## src/rtl/arb_pkg.sv

```systemverilog
// Shared constants and types for the three-requester round-robin arbiter.
package arb_pkg;

    localparam int unsigned NREQ  = 3;  // requesters a, b, c
    localparam int unsigned IDX_W = 2;  // width of a requester index

    typedef enum logic {
        IDLE,
        GRANT
    } arb_state_e;

endpackage

```

## src/rtl/rr_pick.sv

```systemverilog
// Rotating priority search: first set request bit at ptr, ptr+1, ptr+2 (mod NREQ).
module rr_pick
    import arb_pkg::*;
(
    input  logic [NREQ-1:0]  req,
    input  logic [IDX_W-1:0] ptr,
    output logic             valid,
    output logic [IDX_W-1:0] idx
);

    logic [IDX_W:0] cand;
    logic           found;

    // Scan the candidates in rotated order and keep the first requester seen.
    always_comb begin
        valid = |req;
        idx   = '0;
        found = 1'b0;
        cand  = '0;
        for (int i = 0; i < NREQ; i++) begin
            cand = {1'b0, ptr} + (IDX_W + 1)'(i);
            if (cand >= (IDX_W + 1)'(NREQ)) begin
                cand = cand - (IDX_W + 1)'(NREQ);
            end
            if (!found && req[cand]) begin
                found = 1'b1;
                idx   = cand[IDX_W-1:0];
            end
        end
    end

endmodule

```

## src/rtl/abc_arbiter.sv

```systemverilog
// Two-state round-robin arbiter for requesters a, b, c with registered one-hot grant.
// Optional feature: define ARB_TIMEOUT_EN to force release after TIMEOUT grant cycles.
module abc_arbiter
    import arb_pkg::*;
#(
    parameter int unsigned TIMEOUT = 15
) (
    input  logic             clk,
    input  logic             reset,
    input  logic [NREQ-1:0]  req,
    input  logic [NREQ-1:0]  done,
    output logic [NREQ-1:0]  gnt,
    output logic [IDX_W-1:0] gnt_id,
    output logic             busy,
    output logic             timeout_err
);

    arb_state_e       state;
    logic [IDX_W-1:0] ptr;
    logic             pick_valid;
    logic [IDX_W-1:0] pick_idx;
    logic             owner_done;
    logic             owner_req;

    rr_pick u_rr_pick (
        .req   (req),
        .ptr   (ptr),
        .valid (pick_valid),
        .idx   (pick_idx)
    );

    // gnt is one-hot, so masking isolates the owner's bits and ignores everyone else.
    assign owner_done = |(done & gnt);
    assign owner_req  = |(req & gnt);
    assign busy       = |gnt;

`ifdef ARB_TIMEOUT_EN
    logic [3:0] cnt;
    logic       terr;

    assign timeout_err = terr;

    // Arbitration FSM with grant-length counter; release beats timeout.
    always_ff @(posedge clk) begin
        if (reset) begin
            state  <= IDLE;
            ptr    <= '0;
            gnt    <= '0;
            gnt_id <= '0;
            cnt    <= '0;
            terr   <= 1'b0;
        end else begin
            terr <= 1'b0;
            unique case (state)
                IDLE: begin
                    if (pick_valid) begin
                        state  <= GRANT;
                        gnt    <= NREQ'(1) << pick_idx;
                        gnt_id <= pick_idx;
                        ptr    <= (pick_idx == IDX_W'(NREQ - 1)) ? '0 : pick_idx + 1'b1;
                        cnt    <= '0;
                    end
                end
                GRANT: begin
                    if (owner_done || !owner_req) begin
                        state  <= IDLE;
                        gnt    <= '0;
                        gnt_id <= '0;
                    end else if (cnt == 4'(TIMEOUT - 1)) begin
                        state  <= IDLE;
                        gnt    <= '0;
                        gnt_id <= '0;
                        terr   <= 1'b1;
                    end else begin
                        cnt <= cnt + 4'd1;
                    end
                end
                default: state <= IDLE;
            endcase
        end
    end
`else
    logic unused_timeout;

    assign unused_timeout = ^TIMEOUT;
    assign timeout_err    = 1'b0;

    // Arbitration FSM; a grant lasts until the owner releases it.
    always_ff @(posedge clk) begin
        if (reset) begin
            state  <= IDLE;
            ptr    <= '0;
            gnt    <= '0;
            gnt_id <= '0;
        end else begin
            unique case (state)
                IDLE: begin
                    if (pick_valid) begin
                        state  <= GRANT;
                        gnt    <= NREQ'(1) << pick_idx;
                        gnt_id <= pick_idx;
                        ptr    <= (pick_idx == IDX_W'(NREQ - 1)) ? '0 : pick_idx + 1'b1;
                    end
                end
                GRANT: begin
                    if (owner_done || !owner_req) begin
                        state  <= IDLE;
                        gnt    <= '0;
                        gnt_id <= '0;
                    end
                end
                default: state <= IDLE;
            endcase
        end
    end
`endif

endmodule
```

## config.mk

```make
export PLATFORM = sky130hd
export DESIGN_NAME = abc_arbiter
export DESIGN_NICKNAME = d
export VERILOG_FILES = /design/src/rtl/arb_pkg.sv /design/src/rtl/rr_pick.sv /design/src/rtl/abc_arbiter.sv
export SDC_FILE = /design/constraint.sdc
export NUM_CORES = 1
export LEC_CHECK = 0
export CAP_MARGIN = 25
export CORE_AREA = 5 5 46 48
export DETAILED_ROUTE_END_ITERATION = 6
export DIE_AREA = 0 0 51 53
export GPL_ROUTABILITY_DRIVEN = 0
export GPL_TIMING_DRIVEN = 0
export PLACE_DENSITY = 0.73
export REMOVE_ABC_BUFFERS = 1
export SLEW_MARGIN = 20
export SYNTH_ARGS = -nofsm -noshare
export SYNTH_HDL_FRONTEND = slang
export SYNTH_SLANG_ARGS = --single-unit
```

## constraint.sdc

```tcl
create_clock -name clk -period 1.7 [get_ports clk]
set_input_delay 0.255 -clock clk [delete_from_list [all_inputs] [get_ports clk]]
set_output_delay 0.255 -clock clk [all_outputs]
set_load 0.02 [all_outputs]
```

* Yosys cells after proc, flatten, opt, wreduce, memory -nomap -nowiden
Cells that the tools add are included.
Cells by class: add/sub/neg operators 6, $lt $le $gt $ge 6, eq/ne operators 3, shifts and indexed selects 1, muxes and demuxes 24, bitwise operators 3, reductions and logical operators 12
Operators by type and width (count):
- 2-to-1 mux 3 bit | 5
- 2-to-1 mux 2 bit | 6
- OR reduction 3 bit | 4
- < comparator 3 bit (second input constant) | 3
- 2-to-1 mux 1 bit | 7
- bitwise AND 3 bit | 2
- binary-select mux 1 bit (select 2 bit) | 3
- greater-or-equal comparator 3 x 2 -> 1 bit (second input constant) | 2
- one-hot mux 3 bit (2 select lines) | 1
- subtractor 3 x 2 -> 3 bit (second input constant) | 2
- one-hot mux 2 bit (2 select lines) | 1
- AND reduction 2 bit | 2
- adder 2 x 1 -> 3 bit (second input constant) | 1
- adder 2 x 2 -> 3 bit (second input constant) | 1
- zero test 1 bit | 3
- left shift 1 x 2 -> 3 bit (first input constant) | 1
- subtractor 2 x 2 -> 3 bit (second input constant) | 1
- adder 2 x 1 -> 2 bit (second input constant) | 1
- equality test 2 bit (second input constant) | 1
- greater-or-equal comparator 2 bit (second input constant) | 1
- logical AND 1 bit | 2
- inequality test 2 x 1 -> 1 bit (second input constant) | 1
- inequality test 2 bit (second input constant) | 1
- one-hot mux 1 bit (2 select lines) | 1
- 2 further kinds | 2
Storage, ports and cells: flip-flop bits (word level) 8, input port bits 8, output and inout port bits 7, word-level logic and storage cells 59

* Depth between registers and ports, before layout
depth after elaboration 14, mapped depth 7, depth with buffers taken out 7

* Hierarchy
Synthesis repeated with hierarchy kept, for this count alone.
Unflattened totals: cell total of the unflattened synthesis 67, area, all modules 575.6 sq um
By module, submodules not included:
- abc_arbiter | times used 1, cells each 47, area each 427.9 sq um, seq. area each 160.2 sq um
- rr_pick | times used 1, cells each 20, area each 147.6 sq um, seq. area each 0.0 sq um

* Worst setup path after synthesis
OpenSTA, ideal clock, no wires.
path kind register -> register, start register ptr[0], end register ptr[0], library setup time 0.132 ns, arrival 1.687 ns, data required time 1.568 ns, slack -0.119 ns, stages on the path, launching flop included 8, path buffers 0, period minus slack after synthesis 1.819 ns, path through dfxtp_1 > inv_1 > ha_1 > mux2_2 > a31o_2 > and4_4 > nor3_2 > o32ai_1
Between the ends: word-level cells in the longest chain between the ends 13, elaborated cells on any way between the ends 29, those cells by class add/sub (6); order compare (3); eq/ne (1); mux (15); reduce/logical (4)
RTL lines:
- start, declared | line abc_arbiter.sv:19 | logic [IDX_W-1:0] ptr;
- start signal, assigned | line abc_arbiter.sv:102 | ptr <= (pick_idx == IDX_W'(NREQ - 1)) ? '0 : pick_idx + 1'b1;
- branches (longest 10 deep; another with adder 2 x 1 -> 3 bit)
- 2-to-1 mux 2 bit * | line rr_pick.sv:25 | if (!found && req[cand]) begin
- adder 2 x 1 -> 2 bit or equality test 2 bit (tied branches) | line abc_arbiter.sv:102
- 2-to-1 mux 2 bit * | line abc_arbiter.sv:102
Every way passes the cells marked *. The select of a mux whose other input is x is not followed. A chain may end at the register's enable or synchronous reset.

* Worst setup path after layout
start register ptr[1], end register ptr[1]
The elaborated chain is that of the path after synthesis.

==> flow_summary_export.csv <==
group,metric,value,unit
floorplanning,core_region_area,1670,µm²
clock_network,cts.path.max_buffers,2,
place,port_buffers,13,
power,p_sw_share,43.4,%
detailed_routing,drtPass1Iterations,4,
synth,synthMuxAreaShare,3.60,%
synth,synth.avg_cell_area,8.32,µm²
grt,gr-usage-all-layers,11.7,%
final_layout,area.growth.synth_to_final,50.8,%
critical_path,critPathRequiredTime,1.84,ns
floorplanning,start_util,35.4,%
place,post-place-cells,100,
critical_path,critPathTopFamily,"compound AO/OA/AOI/OAI gates",
sta,finalClockSkew,0.00139,ns
sta,max_freq,557,MHz
sta,hold_viol,0,
floorplanning,dieArea,2700,µm²
detailed_routing,wl_met1,680,µm
detailed_routing,num_vias,625,
grt,grt_max_degree,8,
clock_network,clockRootBuffer,"clkbuf_4",
place,dpl.hpwl,1.08,mm
grt,grt_pass1_wl,2.43,mm
synth,async_reset_ff_share,0,%
floorplanning,rows,15,
clock_network,cts-buffers-inserted,3,
clock_network,clk_pin_slew,0.05,ns
detailed_routing,drt-initial-drc-count,13,
critical_path,start_kind,"flop",
final_layout,instances_no_fill,106,
synth,synth_simple_gate_area_share,28.2,%
sta,setup_viol,5,
sta,period_minus_slack,1.80,ns
detailed_routing,wl_met2,865,µm
synth,yosysSeqAreaShare,27.1,%
sta,rsz0062_at_grt,"yes",
floorplanning,die_h,53,µm
clock_network,hold_buffers,0,
synth,synth-main-ff-cell,"dfxtp_1",
clock_network,htreeDepth,1,
sta,finalSetupTns,-0.273,ns
run,drv_cap,0,
detailed_routing,drc_errors,0,
synth,synth_top_family_by_area,"compound AO/OA/AOI/OAI gates",
final_layout,antenna_cells,0,
critical_path,crit_fanout,6,
clock_network,clkLatencyLatePin,0.25,ns
floorplanning,ios,15,
run_status,outcome,"finished, violations left",
synth,synthesis.area,591,µm²
critical_path,critPathCaptureType,"flop",
detailed_routing,via_per_inst,5.90,
grt,overflow,0,
run_status,violations,"negative setup slack",
synth,post_synth_xor_area_fraction,0,%
synth,ys_ff_latch,8,
final_layout,postLayoutCellArea,891,µm²
synth,postSynthCellCount,71,
detailed_routing,wl_met3,64,µm
grt,antenna_found_initial,0,
power,p_sw,696,µW
final_layout,fin_nets,103,
synth,synth_edf_count,0,
critical_path,cp.buffers_inverters,1,
power,power_frac_clock,8.9,%
critical_path,crit_type,"flop to flop",
power,pwr-share-comb,69.8,%
power,seqPwrFrac,21.3,%
synth,synth-adder-area-share,8.47,%
power,internal_power,906,µW
floorplanning,die_w,51,µm
final_layout,drive_gt1_share,32.6,%
power,p_leak,0.321,nW
clock_network,cts_tree,"yes",
place,place_ws,-0.492,ns
detailed_routing,wl,1.64,mm
critical_path,cp_slowest_cell,"dfxtp_4",
place,place_area,734,µm²
synth,ys_warn_count,0,
detailed_routing,top_layer_used,"met4",
synth,synth-compound-area-share,28.2,%
detailed_routing,wl_per_cell,15.4,µm
power,power_density,1800,nW/µm²
sta,fin_crit_sh,106,%
power,vdd_drop_max,0.652,mV
min_path,hold_class,"flop to flop",
critical_path,max_stage_delay,0.37,ns
sta,layout_setup_ws,-0.0967,ns
critical_path,cp_cell_sequence,"inv_4 -> ha_4 -> mux2_4 -> a31o_4 -> a222oi_1 -> a311o_1 -> o21ai_1",
synth,ys_types,34,
critical_path,arrival,1.94,ns
sta,slew_viol_final,0,
clock_network,cts_sinks,8,
grt,grt_pass1_vias,573,
detailed_routing,ant_nets,0,
per-stage QoR:
stage,hold WS [ns],total power [mW],utilization (%)
after CTS,0.518,1.53,51.7
after global routing,0.527,1.72,53.3
after floorplan,0.324,0.906,-
after detailed placement,0.503,1.18,44.0
after global placement,0.462,1.16,44.0
final,0.506,1.60,53.3
cell type report:
type | count | area, µm²
fillers | 158 | 779
flip-flops and latches | 8 | 168
clock buffers | 3 | 22.5
multi-input cells | 58 | 512
well taps | 17 | 21.3
repair buffers | 16 | 150
inverters | 4 | 17.5
path summary, 6_finish.rpt:
kind	from	end	slack (ns)	depth (start not counted)
min reg2reg	gnt_id[0]	gnt_id[0]	0.51	1
max reg2reg	ptr[1]	ptr[1]	-0.1	7
max	ptr[1]	ptr[1]	-0.1	7
min	gnt_id[0]	gnt_id[0]	0.51	1
cells in the final DEF (no fill, tap or decap), drive strengths merged, types with 2 or more instances in the layout:
| cell type | n |
|---|---|
| nor3 | 3 |
| o32ai | 2 |
| nor2 | 6 |
| nand3b | 2 |
| buf | 3 |
| a22o | 3 |
| nand2b | 4 |
| dfxtp | 8 |
| clkbuf | 3 |
| dlygate4sd2 | 2 |
| a21oi | 5 |
| nand2 | 4 |
| clkdlybuf4s50 | 11 |
| o21ai | 4 |
| or3 | 2 |
| ha | 4 |
| inv | 4 |
| or2 | 2 |
| a222oi | 2 |
what timing repair did:
action	4_1_cts	5_1_grt
buffers inserted	3	0
resized for setup	23	7
pin swaps	13	3
setup endpoints to repair	8	7
gates cloned	0	0
endpoints found under the hold margin	0	0
worst reg2reg max path, stage by stage (launching register included):
cell and delay, ns:
dfxtp_4 0.37, inv_4 0.05, ha_4 0.18, mux2_4 0.27, a31o_4 0.24, a222oi_1 0.28
a311o_1 0.22, o21ai_1 0.08
cells in the mapped netlist, types with 2 or more instances:
cell | instances | area, µm²
a21oi_1 | 5 | 25.0
a222oi_1 | 2 | 20.0
a22o_1 | 3 | 26.3
dfxtp_1 | 8 | 160
ha_1 | 4 | 50.1
inv_1 | 4 | 15.0
nand2_1 | 4 | 15.0
nand2b_1 | 4 | 25.0
nand3b_1 | 2 | 15.0
nor2_1 | 6 | 22.5
nor3_2 | 2 | 20.0
o21ai_0 | 2 | 10.0
o21ai_1 | 2 | 10.0
o32ai_1 | 2 | 17.5
or3_1 | 2 | 12.5
power groups by stage:
stage / logic [mW] / clock network, mW / registers, mW
global route: 1.21 / 0.154 / 0.353
CTS: 1.05 / 0.146 / 0.341
finish: 1.12 / 0.142 / 0.341
floorplan: 0.549 / 0 / 0.357
global placement: 0.848 / 0 / 0.311
detailed placement: 0.860 / 0 / 0.316
cells by family after synthesis:
family                     count (synthesis)
other                                      1
adders and majority gates                  4
DFF                                        8
buffers and inverters                      5
muxes                                      2
and+or+nand+nor                           28
AOI/OAI and AO/OA                         23
per-layer routing:
metal | track usage (%) | vias up
li1 | - | 301
met1 | 14.2 | 306
met2 | 19.7 | 15
met3 | 2.25 | 3
met4 | 5.38 | 0
met5 | 0 | -
flip-flops by register name, summed over array words and instances, names as in the netlist:
signal and cells:
gnt 3, gnt_id 2, ptr 2, state 1
No activity file was read; power rests on OpenSTA's default activity.
==> RTL edit (same flow settings) <==
Build with the macro `ARB_TIMEOUT_EN` defined.
--- a/src/rtl/abc_arbiter.sv
+++ b/src/rtl/abc_arbiter.sv
@@ -2,2 +2,4 @@
 // Optional feature: define ARB_TIMEOUT_EN to force release after TIMEOUT grant cycles.
+`define ARB_TIMEOUT_EN
+
 module abc_arbiter
Behaviour: same outputs for any inputs over 10 cycles, from zero or initial values and one cycle with reset high; that may be too few to reach the edited logic, so the function may still have changed.
==> RTL edit against the unedited design <==
- the run still ends with negative setup slack left
- final area up 30%
- combinational power down 48%
- count of clock-buffer cells in the layout up 1
- power down 28%
- die area unchanged
- synthesized cell count up 42%
- setup slack worse by 1.8 ps
- area after synthesis up 48%
- wire length up 20%
- sequential cell count up 5
- critical path type unchanged
==> RTL edit: results (changes against the unedited design) <==
internal power = 0.719 mW (was 0.906 mW)
Hold Path Origin = gnt_id[1]$_SDFFE_PP0P_ (was gnt_id[0]$_SDFFE_PP0P_)
Avg Vias per Cell = 5.88 (was 5.90)
VDD IR-drop max = 0.000635 V (was 0.000652 V)
Worst-path clk slew = 70 ps (was 50 ps)
Post-Synth Adder-Cell Area = 0.0857 (was 0.0847)
status = complete, but fails checks (unchanged)
First DRT Iteration DRCs = 14 (was 13)
post-synthesis mux area share = 0.0529 (was 0.0360)
nets = 136 (was 103)
final clock skew = 2.90 ps (was 1.39 ps)
Hold Path Stages = 2 (was 1)
vias in the first global route = 792 (was 573)
setup ws final = -98.6 ps (was -96.7 ps)
global-route wire length before repair = 3330 um (was 2430 um)
Lkg Pwr = 0.440 nW (was 0.321 nW)
DP Wirelength = 1380 um (was 1080 um)
Post-Place Worst Slack = -397 ps (was -492 ps)
CP arrival = 1990 ps (was 1940 ps)
met1 usage = 0.180 (was 0.142)
failing checks = negative setup slack (unchanged)
latest clock arrival within the worst-skew pair = 270 ps (was 250 ps)
Compound-Gate Fraction of Synth Area = 0.216 (was 0.282)
XOR/XNOR share of the synthesized area = 0.0200 (was 0)
Seq/Total Area, Yosys = 0.297 (was 0.271)
Routed WL = 1960 um (was 1640 um)
Hold Path End = gnt_id[1]$_SDFFE_PP0P_ (was gnt_id[0]$_SDFFE_PP0P_)
worst reg2reg path endpoint = gnt[1]$_SDFFE_PP0P_ (was ptr[1]$_SDFFE_PP0P_)
crit-path max cell delay = 390 ps (was 370 ps)
Largest regs = cnt: 4 flops, gnt: 3 flops (was gnt: 3 flops, gnt_id: 2 flops, ptr: 2 flops)
ranking of synthesized cells by area = dfxtp_1, ha_1, a21oi_1, nor2b_1, nand2_1 (was dfxtp_1, ha_1, a22o_1, a21oi_1, nand2b_1)
share of layout cells above drive strength 1 = 0.256 (was 0.326)
largest net degree at the start of global routing = 14 (was 8)
final setup fails = 4 (was 5)
Distinct cells, synth = 39 (was 34)
Synth top cells by count = dfxtp_1, nand2_1, a21oi_1 (was dfxtp_1, nor2_1, a21oi_1)
==> RTL edit: cell count changes after synthesis, sizes merged, moves of 3 or more <==
cell / before / now
dfxtp: 8 / 13
nand2b: 4 / 1
nand2: 4 / 8
o31ai: 0 / 3
and3: 0 / 3
nor2b: 1 / 5
==> RTL edit: worst max path at each step <==
stage                             start             endpoint  slack, ps  cells after the start
CTS                 ptr[1]$_SDFFE_PP0P_  gnt[1]$_SDFFE_PP0P_        -80                      7
finish              ptr[1]$_SDFFE_PP0P_  gnt[1]$_SDFFE_PP0P_       -100                      7
detailed placement               req[0]  gnt[2]$_SDFFE_PP0P_       -400                      6
global placement                 req[2]  gnt[1]$_SDFFE_PP0P_       -390                      6
floorplan           ptr[1]$_SDFFE_PP0P_  gnt[1]$_SDFFE_PP0P_        -60                      7
global route        ptr[1]$_SDFFE_PP0P_  gnt[1]$_SDFFE_PP0P_       -160                      7
==> RTL edit: tightest hold or removal path, cell delays in order (launching register included) <==
cell and delay [ps]:
dfxtp_1 320, nand2_1 50, a21oi_1 60
==> RTL edit: routing by layer <==
layer  routed length, um  vias to the layer above  part of all wire
li1                    -                      409                 -
met1                 834                      370              0.42
met2                 961                       29              0.49
met3                 151                        4             0.077
met4                  17                        0            0.0087
met5                   0                        -                 0
==> RTL edit: through the flow <==
step | total power [mW] | std cells | hold slack [ps] | setup TNS [ps] | area, um^2
after detailed placement | 0.856 | 129 | 454 | -3880 | 1020
after floorplan | 0.710 | 98 | 324 | -63.0 | 856
after CTS | 1.13 | 137 | 466 | -158 | 1120
final | 1.15 | 138 | 470 | -209 | 1160
after global routing | 1.23 | 138 | 495 | -696 | 1160
after global placement | 0.847 | 129 | 444 | -3500 | 1020
==> RTL edit: timing repair <==
item                       CTS  global route
resized for setup           23             8
buffers inserted             4             1
pin swaps                    7             2
setup endpoints to repair   12            10
==> RTL edit: cells by family (layout without fill, tap and decap cells) <==
group                      count (synthesis)  in the layout
xor gates and xnor gates                   2              2
buffers and inverters                      8             28
DFF                                       13             13
muxes                                      4              4
and+or+nand+nor                           42             42
adders and majority gates                  6              6
AOI/OAI and AO/OA                         26             26
==> RTL edit: cell type report <==
cell class / count / area (um^2)
Timing Repair Buffer: 19 / 173
Inverter: 5 / 21.3
Sequential cell: 13 / 269
Clock buffer: 4 / 26.3
Fill cell: 143 / 513
Tap cell: 17 / 21.3
Multi-Input combinational cell: 80 / 647
==> RTL edit: power groups by stage <==
stage,Clock [mW],Sequential (mW),Combinational (mW)
6_report,0.185,0.388,0.580
5_1_grt,0.209,0.395,0.630
4_1_cts,0.197,0.388,0.549
3_5_place_dp,0,0.378,0.477
3_3_place_gp,0,0.377,0.470
2_1_floorplan,0,0.396,0.314
